**src/rtl/mips_fetch.sv**
```systemverilog
// mips_fetch: PC, credit-limited imem requests and in-order instruction buffer feeding decode
module mips_fetch #(
    parameter logic [31:0] RESET_PC = 32'h0000_0000,
    parameter int unsigned DEPTH    = 2
) (
    input  logic        clk,
    input  logic        rst,
    output logic        imem_req,
    output logic [31:0] imem_addr,
    input  logic        imem_gnt,
    input  logic        imem_rvalid,
    input  logic [31:0] imem_rdata,
    input  logic        redirect_valid,
    input  logic [31:0] redirect_pc,
    output logic        dec_valid,
    input  logic        dec_ready,
    output logic [31:0] dec_instr,
    output logic [31:0] dec_pc,
    output logic [5:0]  opcode,
    output logic [5:0]  funct,
    output logic [4:0]  rs,
    output logic [4:0]  rt,
    output logic [4:0]  rd,
    output logic [31:0] imm_sext
);
    localparam int AW = $clog2(DEPTH);
    localparam int CW = AW + 1;
    localparam logic [CW:0] DEPTH_C = (CW+1)'(DEPTH);

    typedef enum logic {RUN, FLUSH} state_t;

    state_t        state_q, state_d;
    logic [31:0]   pc_q, pc_d;
    logic [CW-1:0] outst_q, outst_d, disc_q, disc_d, cnt_q, cnt_d, occ;
    logic [AW-1:0] wp_q, wp_d, rp_q, rp_d, sw_q, sw_d, sr_q, sr_d;
    logic [31:0]   ins_mem [DEPTH];
    logic [31:0]   pcb_mem [DEPTH];
    logic [31:0]   spc_mem [DEPTH];
    logic          gnt, rsp, pop, push;

    assign gnt  = imem_req && imem_gnt;
    assign rsp  = imem_rvalid && outst_q != '0;
    assign pop  = cnt_q != '0 && dec_ready;
    assign push = rsp && state_q == RUN && !redirect_valid;
    assign occ  = cnt_q - CW'(pop);

    // State register: FSM, PC, counters and pointers, all cleared asynchronously
    always_ff @(posedge clk or posedge rst) begin
        if (rst) begin
            state_q <= RUN;
            pc_q    <= RESET_PC;
            outst_q <= '0;
            disc_q  <= '0;
            cnt_q   <= '0;
            wp_q    <= '0;
            rp_q    <= '0;
            sw_q    <= '0;
            sr_q    <= '0;
        end else begin
            state_q <= state_d;
            pc_q    <= pc_d;
            outst_q <= outst_d;
            disc_q  <= disc_d;
            cnt_q   <= cnt_d;
            wp_q    <= wp_d;
            rp_q    <= rp_d;
            sw_q    <= sw_d;
            sr_q    <= sr_d;
        end
    end

    // Storage: instruction buffer with its PCs, and the PC of every granted request in order
    always_ff @(posedge clk) begin
        if (push) begin
            ins_mem[wp_q] <= imem_rdata;
            pcb_mem[wp_q] <= spc_mem[sr_q];
        end
        if (gnt)
            spc_mem[sw_q] <= pc_q;
    end

    // Datapath next state: a redirect drops this cycle's response and counts any grant as stale
    always_comb begin
        outst_d = outst_q + CW'(gnt) - CW'(rsp);
        disc_d  = redirect_valid ? outst_d : (state_q == FLUSH && rsp) ? disc_q - CW'(1) : disc_q;
        pc_d    = redirect_valid ? (redirect_pc & 32'hFFFF_FFFC) : gnt ? pc_q + 32'd4 : pc_q;
        cnt_d   = redirect_valid ? '0 : cnt_q + CW'(push) - CW'(pop);
        wp_d    = redirect_valid ? '0 : wp_q + AW'(push);
        rp_d    = redirect_valid ? '0 : rp_q + AW'(pop);
        sw_d    = redirect_valid ? '0 : sw_q + AW'(gnt);
        sr_d    = redirect_valid ? '0 : sr_q + AW'(push);
    end

    // FSM next state: FLUSH while stale responses remain, RUN once the last one is dropped
    always_comb begin
        state_d = redirect_valid ? (disc_d != '0 ? FLUSH : RUN)
                : (state_q == FLUSH && disc_d == '0) ? RUN : state_q;
    end

    // Outputs: request only within credit (outstanding plus post-pop occupancy below DEPTH)
    always_comb begin
        imem_req  = !rst && state_q == RUN && ({1'b0, outst_q} + {1'b0, occ}) < DEPTH_C;
        dec_valid = cnt_q != '0;
    end

    assign imem_addr = pc_q;
    assign dec_instr = ins_mem[rp_q];
    assign dec_pc    = pcb_mem[rp_q];
    assign opcode    = dec_instr[31:26];
    assign rs        = dec_instr[25:21];
    assign rt        = dec_instr[20:16];
    assign rd        = dec_instr[15:11];
    assign funct     = dec_instr[5:0];
    assign imm_sext  = {{16{dec_instr[15]}}, dec_instr[15:0]};

    // A response with nothing outstanding violates the memory protocol and is ignored
    assert property (@(posedge clk) disable iff (rst) imem_rvalid |-> outst_q != '0);
endmodule

```
**config.mk**
```make
export PLATFORM = sky130hd
export DESIGN_NAME = mips_fetch
export DESIGN_NICKNAME = d
export VERILOG_FILES = /design/src/rtl/mips_fetch.sv
export SDC_FILE = /design/constraint.sdc
export NUM_CORES = 1
export LEC_CHECK = 0
export BUFFER_PORTS_ARGS = -buffer_cell sky130_fd_sc_hd__buf_2
export CORE_MARGIN = 5
export CORE_UTILIZATION = 49
export CTS_CLUSTER_DIAMETER = 50
export DETAILED_ROUTE_END_ITERATION = 7
export GPL_TIMING_DRIVEN = 0
export PLACE_DENSITY = 0.8
export SLEW_MARGIN = 10
export SYNTH_ARGS = -nofsm -noshare
export SYNTH_HDL_FRONTEND = slang
export SYNTH_SLANG_ARGS = --single-unit
```
**constraint.sdc**
```tcl
create_clock -name clk -period 2.8 [get_ports clk]
set_input_delay 0.7 -clock clk [delete_from_list [all_inputs] [get_ports clk]]
set_output_delay 0.7 -clock clk [all_outputs]
set_load 0.05 [all_outputs]
```
==> results.md <==
* PD cells at 952 nW/um^2
* Internal power at just over 7000 uW
* Final worst setup slack at -0.140 ns
* Async SR Flop Fraction at 0.182
* # rows at 51
* Most frequent CP cell: buf_12
* Congestion Overflow GR at 0
* Top post-synthesis cells by area: edfxtp_1 58%, mux2_2 11%, dfrtp_1 11%, buf_4 5.0%, or4_1 1.6%
* CP endpoint kind: output port
* CP endpoint: imem_req
* Logic pwr share at 0.381
* Seq cells post-synth at ~230
* RePlAce Congestion at 0.839
* WP depth at 9
* Fmax at 340 MHz
* Seq/Total Area, Yosys at 0.686
* # DRC at 0
* Final Hold Viols at 0
* Starting Density at 0.494
* Setup_tns at -0.264 ns
* Vias/cell at 5.22
* Final wirelength at 21.8 mm
* Critical Path Start: cnt_q[0]$_DFF_PP0_
* Final Cycle Share at 1.05
* Syn-to-layout area delta at 28.6%
* Most used DFF post-synth: edfxtp_1
* Vias in the first global route at between 6000 and 7000
* Clk slew on worst S/H paths at around 0.060 ns
* Share of the synthesized area in the top cell type at 0.579
* Core footprint at 19300 sq um
* Synthesized area at 9550 sq um
* Wire per inst at approximately 18 um
* Max incr delay on CP at 0.55 ns
* Xor and xnor area share after synthesis at 0.0138
* Sequential Power Share at 0.359
* WHS at 0.190 ns
* Min cycle time layout at 2.94 ns
* Worst Reg2Reg Path Length in Cells at 16
* Crit-path leading delay family: adder cells
* # diodes at 0
* Cells after Synth at 625
* Lkg Pwr at 0.00474 uW
* Total I/O pin count at 227
* Crit path buf inv count at 4
* Die height at around 150 um
* Synth top cells by count: 184 x edfxtp_1, 93 x mux2_2, 63 x buf_4
* Synth Area in Compound Gates at 0.0389
* Simple-Gate Fraction of Synth Area at 0.0721
* Layout cells sized above 1 at 0.519
* Sw Share at 0.382
* Most numerous cell in the Yosys netlist: edfxtp_1
* Synth Area in Adders at 0.0126
* Max_cap viols at 0
* Hold-fix buffers, CTS at 0
* Clk buf depth at 3
* Die extent in x at 150 um
* First-pass GRT wire length at 33.2 mm
* Worst Clk Skew at 0.0150 ns
* Initial detailed-routing violation count at between 400 and 500
* CTS Root Cell: clkbuf_16
* Psw at 4460 uW
* TritonCTS clock tree: built
* Slew HR at 0.441
* Vias at 6175
* Tot GR Track Use at 0.189
* Slew Viols, Final at 0
* Critical path cell sequence: inv_2 -> nand3_2 -> o21ai_1 -> nand2_1 -> fa_1 -> nand4bb_4 -> inv_4 -> buf_12 -> buf_12
* Slowest-stage cell, CP: fa_1
* Status: complete, but fails checks
* Htree depth at 1
* Pre-antenna DRT Iters at 5
* Area of the die at between 20000 and 25000 sq um
* Setup Crit Path Kind: reg2out
* Post-synthesis mux area share at 0.111
* RSZ-0062 raised after global routing: yes
* Reg2Reg Setup Slack at -0.12 ns
* # clock sinks at around 230
* Total CTS buffers at 25
* Violated checks: negative setup slack
* DP HPWL at roughly 15 mm
* Cell variety after synth at 44
* Syn Area/Cell at 15.3 sq um
* EDFF count, synth at 184
* Type of the worst min-delay path: in2async
* Largest net degree at the start of global routing at 40
* Main combinational cell family by area after synthesis: multiplexers
* Worst-Margin Slew at ~0.83 ns
* CP max FO at 3
* Port bufs at 220
* Yosys warnings at 0
* Count of final setup violators at 2
* Max rail drop VDD at 0.710 mV
* Worst reg2reg endpoint: state_q$_DFFE_PP0P_
* Worst r2r src: cnt_q[0]$_DFF_PP0_
* Kind of start point of the critical path: register
* Detail Route Antenna Nets at 0
* Crit path arrival time at 2.24 ns
* Clock latency on the worst-skew pair at around 0.52 ns
* Clock share of power at 0.260
* Post-synth top area cell: edfxtp_1
* CP required at 2.10 ns
* Initial antenna violation count at 0
* # nets final at 977
==> layout by cell type (no fill, tap or decap), types with 4 or more instances in the layout <==
cell / n
buf_2: 221
edfxtp_1: 184
mux2_2: 92
buf_4: 80
dfrtp_1: 40
nand2_1: 25
clkbuf_16: 25
nor2_1: 21
or4_1: 18
nand4_1: 14
clkbuf_1: 13
nand3_1: 13
o31ai_1: 13
a31oi_1: 13
o21ai_0: 13
xor2_1: 10
inv_1: 8
buf_12: 7
ha_4: 6
or3_1: 5
o211ai_1: 5
o21ai_1: 5
clkinv_2: 5
clkinv_1: 5
and3_1: 4
inv_2: 4
xnor2_1: 4
conb_1: 4
==> final cells by class <==
cell class / instances / area, sq um
buffer: 85 / 602
clock buffer: 30 / 664
clock inverter: 16 / 118
fill: 1431 / 7060
inverter: 13 / 51.3
multi-input combinational: 304 / 2580
sequential: 225 / 6550
tap: 265 / 332
timing repair buffer: 244 / 1370
==> metrics by stage <==
step	area, sq um	worst slack [ns]	total power [uW]	instances	utilization
2_1_floorplan	9630	-0.372	7540	628	-
3_3_place_gp	11100	-1.47	8380	1113	0.572
3_5_place_dp	11100	-0.698	8470	1116	0.576
4_1_cts	12200	-0.191	11800	1179	0.630
5_1_grt	12300	-0.240	12200	1182	0.635
6_report	12300	-0.140	11700	1182	0.635
==> per-layer routing <==
layer  global-route usage  routed length (um)  up-vias
met2                0.321               10800      304
met3               0.0460                2100       52
met5                    0                   0        -
li1                     -                   -     2860
met1                0.231                8040     2959
met4               0.0787                 835        0
==> worst min-delay path by stage <==
stage | end | startpoint
finish | imem_addr[7]$_DFFE_PP0N_ | rst
global route | imem_addr[7]$_DFFE_PP0N_ | rst
CTS | imem_addr[9]$_DFFE_PP0N_ | rst
detailed placement | spc_mem[0][31]$_DFFE_PP_ | imem_addr[31]$_DFFE_PP0N_
global placement | spc_mem[1][31]$_DFFE_PP_ | imem_addr[31]$_DFFE_PP0N_
floorplan | pcb_mem[0][31]$_DFFE_PP_ | spc_mem[1][31]$_DFFE_PP_
==> power by group through the flow <==
| stage | registers, uW | logic [uW] | clock network, uW |
|---|---|---|---|
| 6_report | 4190 | 4450 | 3040 |
| 5_1_grt | 4220 | 4680 | 3260 |
| 3_3_place_gp | 4230 | 4150 | 0 |
| 4_1_cts | 4180 | 4480 | 3110 |
| 3_5_place_dp | 4240 | 4220 | 0 |
| 2_1_floorplan | 4330 | 3210 | 0 |
==> kinds of logic (layout without fill, tap and decap cells) <==
family / count (synthesis) / count (layout)
compound gates: 58 / 58
buf+inv: 100 / 388
other cells: 1 / 4
flops: 225 / 225
fa+ha+maj: 9 / 9
mux: 94 / 95
simple gates: 123 / 123
xor+xnor: 15 / 15
==> flip-flops by register name (all words and copies together) (netlist names) <==
| signal | count |
|---|---|
| pcb_mem | 60 |
| wp_q | 1 |
| outst_q | 2 |
| ins_mem | 64 |
| disc_q | 2 |
| imem_addr | 30 |
| spc_mem | 60 |
| cnt_q | 2 |
| sw_q | 1 |
| rp_q | 1 |
| sr_q | 1 |
| state_q | 1 |
==> repair_timing <==
| item | in CTS | in global routing |
|---|---|---|
| resized for setup | 22 | 16 |
| setup endpoints to repair | 188 | 134 |
| gates cloned | 0 | 1 |
| buffers inserted | 18 | 6 |
| pin swaps | 9 | 13 |
Note: power is estimated with default switching activity, not from simulation.
